**src/rtl/hash_core_arbiter.sv**
```systemverilog
// hash_core_arbiter
//   Shares a single hash core between NREQ requesters (commitment, Ch hash,
//   Cv hash, seed tree expansion). Requesters are granted round-robin. Each
//   grant registers the requester's message block and pulses core_start for
//   one cycle. The core's digest is returned with a sticky per-requester
//   done flag, which is held until that requester drops its request. A
//   watchdog aborts a core operation that stays BUSY for TIMEOUT cycles.
//
// Ports
//   clk          rising-edge clock
//   reset        asynchronous, active-low reset
//   req          level request per requester, held until done[i] is seen
//   msg_in       message blocks, requester i at [i*DW +: DW]
//   core_start   one-cycle launch pulse to the hash core
//   core_msg     registered message block driven to the core
//   core_digest  core result, valid while core_done is high
//   core_done    core completion pulse
//   grant        one-hot, identifies the requester being served
//   done         sticky per-requester completion flags
//   digest       most recently captured digest
//   busy         high while an operation is in LAUNCH or BUSY
//   error        one-cycle pulse on watchdog abort
//   err_id       index of the aborted requester
module hash_core_arbiter #(
    parameter int NREQ    = 4,
    parameter int DW      = 256,
    parameter int HW      = 256,
    parameter int TIMEOUT = 4096
) (
    input  logic                 clk,
    input  logic                 reset,
    input  logic [NREQ-1:0]      req,
    input  logic [NREQ*DW-1:0]   msg_in,
    output logic                 core_start,
    output logic [DW-1:0]        core_msg,
    input  logic [HW-1:0]        core_digest,
    input  logic                 core_done,
    output logic [NREQ-1:0]      grant,
    output logic [NREQ-1:0]      done,
    output logic [HW-1:0]        digest,
    output logic                 busy,
    output logic                 error,
    output logic [2:0]           err_id
);

    localparam int IW = $clog2(NREQ);
    localparam int CW = (TIMEOUT > 1) ? $clog2(TIMEOUT) : 1;

    typedef enum logic [1:0] {IDLE, LAUNCH, BUSY} state_t;

    state_t          state_reg;
    logic [IW-1:0]   ptr_reg;
    logic [IW-1:0]   idx_reg;
    logic [CW-1:0]   cnt_reg;

    logic [NREQ-1:0] eligible;
    logic [NREQ-1:0] done_clr;
    logic            pick_valid;
    logic [IW-1:0]   pick_idx;
    logic [IW-1:0]   ptr_next;
    logic [NREQ-1:0] pick_onehot;
    logic [DW-1:0]   pick_msg;
    logic [IW-1:0]   cand_idx [NREQ];

    // A requester whose done flag is still up cannot be regranted; the flag
    // only drops once the request has been sampled low.
    assign eligible = req & ~done;
    assign done_clr = done & req;

    // cand_idx[gi] is the requester gi positions after the pointer, modulo NREQ.
    generate
        for (genvar gi = 0; gi < NREQ; gi++) begin : g_cand
            logic [IW:0] sum;
            assign sum          = {1'b0, ptr_reg} + (IW+1)'(gi);
            assign cand_idx[gi] = (sum >= (IW+1)'(NREQ)) ? IW'(sum - (IW+1)'(NREQ))
                                                         : sum[IW-1:0];
        end
    endgenerate

    // Scan from the farthest offset down so the candidate closest to the
    // pointer is the one left standing.
    always_comb begin
        pick_valid = 1'b0;
        pick_idx   = '0;
        for (int k = NREQ - 1; k >= 0; k--) begin
            if (eligible[cand_idx[k]]) begin
                pick_valid = 1'b1;
                pick_idx   = cand_idx[k];
            end
        end
    end

    assign pick_onehot = NREQ'(1) << pick_idx;
    assign pick_msg    = msg_in[int'(pick_idx) * DW +: DW];
    assign ptr_next    = (pick_idx == IW'(NREQ - 1)) ? '0 : pick_idx + IW'(1);

    always_ff @(posedge clk or negedge reset) begin
        if (!reset) begin
            state_reg  <= IDLE;
            ptr_reg    <= '0;
            idx_reg    <= '0;
            cnt_reg    <= '0;
            core_start <= 1'b0;
            core_msg   <= '0;
            grant      <= '0;
            done       <= '0;
            digest     <= '0;
            busy       <= 1'b0;
            error      <= 1'b0;
            err_id     <= '0;
        end else begin
            core_start <= 1'b0;
            error      <= 1'b0;
            done       <= done_clr;
            case (state_reg)
                IDLE: begin
                    // core_done here is a stray pulse and is ignored.
                    if (pick_valid) begin
                        grant      <= pick_onehot;
                        idx_reg    <= pick_idx;
                        core_msg   <= pick_msg;
                        core_start <= 1'b1;
                        busy       <= 1'b1;
                        ptr_reg    <= ptr_next;
                        state_reg  <= LAUNCH;
                    end
                end
                LAUNCH: begin
                    // A core_done coinciding with the launch cycle cannot
                    // belong to this operation.
                    cnt_reg   <= '0;
                    state_reg <= BUSY;
                end
                BUSY: begin
                    if (core_done) begin
                        // A withdrawn requester gets nothing: result dropped.
                        if (req[idx_reg]) begin
                            digest <= core_digest;
                            done   <= done_clr | grant;
                        end
                        grant     <= '0;
                        busy      <= 1'b0;
                        state_reg <= IDLE;
                    end else if (cnt_reg == CW'(TIMEOUT - 1)) begin
                        // Abort: release the requester with done set so it
                        // is not left waiting, digest left as it was.
                        error     <= 1'b1;
                        err_id    <= 3'(idx_reg);
                        done      <= done_clr | grant;
                        grant     <= '0;
                        busy      <= 1'b0;
                        state_reg <= IDLE;
                    end else begin
                        cnt_reg <= cnt_reg + CW'(1);
                    end
                end
                default: state_reg <= IDLE;
            endcase
        end
    end

endmodule
```
**config.mk**
```make
export PLATFORM = sky130hd
export DESIGN_NAME = hash_core_arbiter
export DESIGN_NICKNAME = d
export VERILOG_FILES = /design/src/rtl/hash_core_arbiter.sv
export SDC_FILE = /design/constraint.sdc
export NUM_CORES = 1
export LEC_CHECK = 0
export BUFFER_PORTS_ARGS = -buffer_cell sky130_fd_sc_hd__buf_2
export CAP_MARGIN = 5
export CORE_AREA = 2 2 705 707
export CTS_CLUSTER_DIAMETER = 60
export DETAILED_ROUTE_END_ITERATION = 8
export DIE_AREA = 0 0 707 709
export PLACE_DENSITY_LB_ADDON = 0.25
export SLEW_MARGIN = 25
export SYNTH_ARGS = -nofsm -noshare
export SYNTH_HDL_FRONTEND = slang
export SYNTH_SLANG_ARGS = --single-unit
```
**constraint.sdc**
```tcl
create_clock -name clk -period 2 [get_ports clk]
set_input_delay 0.4 -clock clk [delete_from_list [all_inputs] [get_ports clk]]
set_output_delay 0.4 -clock clk [all_outputs]
set_load 0.05 [all_outputs]
```
==> flow_metrics.py <==
metrics = {
    "power_and_ir_drop": {
        "pwr_density_cell_mw_per_mm2": 1627,
        "power_leakage_nw": 28.25,
        "ir_worst_vdd_mv": 1.027,
        "p_total_mw": 105.1,
    },
    "sta": {
        "setup_tns_ns": -156.06,
        "finClkSkew_ns": 0.1191,
        "tightest_slew_ns": 0.6339,
        "period_share_pct": 132.0,
        "setup_viol": 612,
        "maxSlewViolCount": 0,
        "hold_viol": 0,
        "maxSlewHeadroom_pct": 58.03,
        "fmax_ghz": 0.3788,
        "rsz0062_at_grt": "true",
        "period_needed_ns": 2.640,
        "setup_ws_ns": -0.6398,
    },
    "routing": {
        "drt_first_pass_iters": 5,
        "drt_iter0_markers": 2393,
        "vias": 36260,
        "wl_per_cell_um": 33.51,
        "drc_errors": 0,
        "final_antenna_net_count": 0,
        "routed_via_density": 2.982,
        "drt_wl_total_um": 407400,
    },
    "floorplanning": {
        "fp.dieW_um": 707,
        "start_util_pct": 5.392,
        "io_pins": 1813,
        "fp.dieH_um": 709,
        "design.die.area_mm2": 0.5013,
        "core_area_mm2": 0.4929,
        "fp-row-count": 258,
    },
    "yosys": {
        "ys.flop_type": "dfrtp_1",
        "synth_edf_count": 0,
        "ys_ff_latch": 543,
        "synth-warning-count": 0,
        "synthTopCellsByCount": "dfrtp_1, mux2i_1, nand2_1",
        "ys_types": 47,
        "ys_seq_area_share_pct": 51.12,
        "syn_nets": 3395,
        "yosysTopAreaCell": "dfrtp_1",
        "ys_async_sr_fraction_pct": 100.0,
        "synth.most_common_cell": "dfrtp_1",
        "synth_area_leaders": "dfrtp_1, mux2i_1, mux2_2",
        "synth_area_mm2": 0.02658,
        "synth_cells": 2106,
        "synth_top_area_share_pct": 51.12,
        "avgSynthCellArea_um2": 12.62,
    },
    "layout": {
        "areaGrowthSynthToFinish_pct": 142.9,
        "drive_above_1_share_pct": 49.30,
        "layout.nets": 6663,
    },
    "cts": {
        "cts.path.max_buffers": 4,
        "cts_buffers": 113,
        "clk_latency_ns": 0.88,
        "cts.sinks": 543,
        "ctsHtreeMaxLevel": 3,
        "root_buffer": "clkbuf_16",
        "cts_tree": "built",
        "clk_pin_slew_worst_paths_ns": 0.06,
    },
    "setup_path": {
        "required_ns": 2.71,
        "reg2regPathDepth": 10,
        "arrival_ns": 3.35,
        "r2r-start": "done[0]$_DFF_PN0_",
        "worstSetupStartpointType": "flip-flop",
        "rrSetupSlack_ns": -0.64,
        "crit_path_max_fanout": 9,
        "cp-end-kind": "flip-flop",
        "crit_type": "flip-flop to flip-flop",
        "rr_endpoint": "core_msg[43]$_DFFE_PN0P_",
    },
    "run": {
        "max-cap-violations": 0,
    },
    "place": {
        "routabilityCongestion": 1.019,
        "io_buffer_count": 1811,
        "hpwl_um": 359000,
    },
    "global_routing": {
        "grtUsageTotal_pct": 15.47,
        "grt_pass1_wl_um": 484500,
        "gr-total-overflow": 0,
        "grt_max_degree": 49,
        "antenna_found_initial": 490,
        "first_global_vias": 36700,
    },
    "run_status": {
        "status": "finished with violations",
        "violations": "setup timing",
    },
    "hold_path": {
        "holdPathEnd": "core_msg[189]$_DFFE_PN0P_",
        "whs_path_depth": 3,
        "hp-start": "msg_in[445]",
        "hold_path_class": "input port to flip-flop",
    },
}
-- layout make-up --
cell class              instances  area (um^2)
fillers                     56310       428400
repair buffers               3325        25300
flip-flops and latches        543        13590
multi-input cells            1386        12960
well taps                    6500         8133
clock buffers                 137         3048
clock inverters                68        974.7
diodes                        192        480.5
inverters                       4        41.29
repair inverters                1        30.03
-- per-layer routing --
metal,track usage (%),vias up,wire length (um)
li1,-,14790,-
met1,18.39,17950,162600
met2,23.90,2292,176300
met3,7.264,949,45500
met4,6.236,276,21110
met5,0.01923,-,1823
-- cell usage in the layout, fill, tap and decap left out, types with 3 or more instances in the layout --
| cell | count |
|---|---|
| inv_6 | 9 |
| clkinvlp_4 | 14 |
| clkbuf_16 | 127 |
| mux2_2 | 258 |
| nand2_1 | 277 |
| a22o_1 | 4 |
| dlygate4sd3_1 | 1227 |
| bufinv_16 | 20 |
| clkinv_2 | 14 |
| o221ai_2 | 26 |
| and3_1 | 3 |
| buf_12 | 66 |
| clkbuf_1 | 11 |
| and4_1 | 3 |
| buf_4 | 142 |
| mux2i_4 | 53 |
| o21ai_1 | 4 |
| nand4_1 | 4 |
| diode_2 | 192 |
| buf_6 | 33 |
| dfrtp_2 | 4 |
| dfrtp_1 | 539 |
| o221ai_1 | 230 |
| o21ai_0 | 4 |
| mux2i_1 | 416 |
| nand2b_1 | 4 |
| nor3_1 | 3 |
| nor2_1 | 8 |
| nor2b_1 | 4 |
| mux2i_2 | 45 |
| xor2_1 | 4 |
| nand3_1 | 6 |
| buf_16 | 27 |
| clkinv_4 | 9 |
| clkinv_16 | 3 |
| clkbuf_8 | 13 |
| buf_8 | 8 |
| buf_2 | 1808 |
-- how the worst max path moves through the flow --
stage	depth (start not counted)	start	slack, ns	end
2_1_floorplan	10	done[0]$_DFF_PN0_	-0.1	ptr_reg[1]$_DFFE_PN0P_
3_3_place_gp	11	req[0]	-0.96	core_msg[169]$_DFFE_PN0P_
3_5_place_dp	10	req[0]	-0.94	core_msg[169]$_DFFE_PN0P_
4_1_cts	9	done[0]$_DFF_PN0_	-0.62	core_msg[71]$_DFFE_PN0P_
5_1_grt	10	done[0]$_DFF_PN0_	-0.69	core_msg[35]$_DFFE_PN0P_
6_report	10	done[0]$_DFF_PN0_	-0.64	core_msg[43]$_DFFE_PN0P_
-- worst max-delay path, stage by stage, from the launching register on --
cell and delay [ns]:
dfrtp_2 0.40, or4b_4 0.53, o21ai_1 0.08, or2_1 0.17, buf_12 0.14, clkinv_16 0.11, buf_16 0.19, buf_16 0.24
buf_12 0.17, mux2i_2 0.20, o221ai_1 0.13
-- per-stage QoR --
stage | area [um^2] | utilization [%] | setup WS [ns] | hold WS [ns] | std cells
2_1_floorplan | 26710 | - | -0.09658 | 0.1044 | 2106
3_3_place_gp | 45370 | 9.204 | -0.9578 | 0.3133 | 10480
3_5_place_dp | 45370 | 9.204 | -0.9422 | 0.3176 | 10480
4_1_cts | 62970 | 12.78 | -0.6245 | 0.0002940 | 11940
5_1_grt | 64290 | 13.04 | -0.6864 | 0.01093 | 12050
6_report | 64570 | 13.10 | -0.6398 | 0.03895 | 12160
-- power breakdown --
group          switching, mW  internal, mW
combinational           44.7          19.5
clock                   7.51          13.4
sequential              3.48          16.4
-- repair_timing --
| action | in CTS | in global routing |
|---|---|---|
| endpoints found under the setup margin | 856 | 791 |
| hold endpoints to repair | 750 | 0 |
| pin swaps | 35 | 22 |
| setup buffers | 19 | 10 |
| hold buffers | 1228 | 0 |
| gates cloned | 13 | 15 |
| gates resized for setup | 159 | 121 |
-- kinds of logic (layout without fill, tap and decap cells) --
kind of cell	after synthesis	count (layout)	synth area share, %
other	1	193	0.01411
AOI/OAI and AO/OA	279	279	9.100
and+or+nand+nor	326	326	5.046
xor gates and xnor gates	5	5	0.1648
muxes	773	773	30.37
DFF	543	543	51.12
buffers and inverters	177	3535	4.086
adders and majority gates	2	2	0.09413
Note: power is estimated with default switching activity, not from simulation.
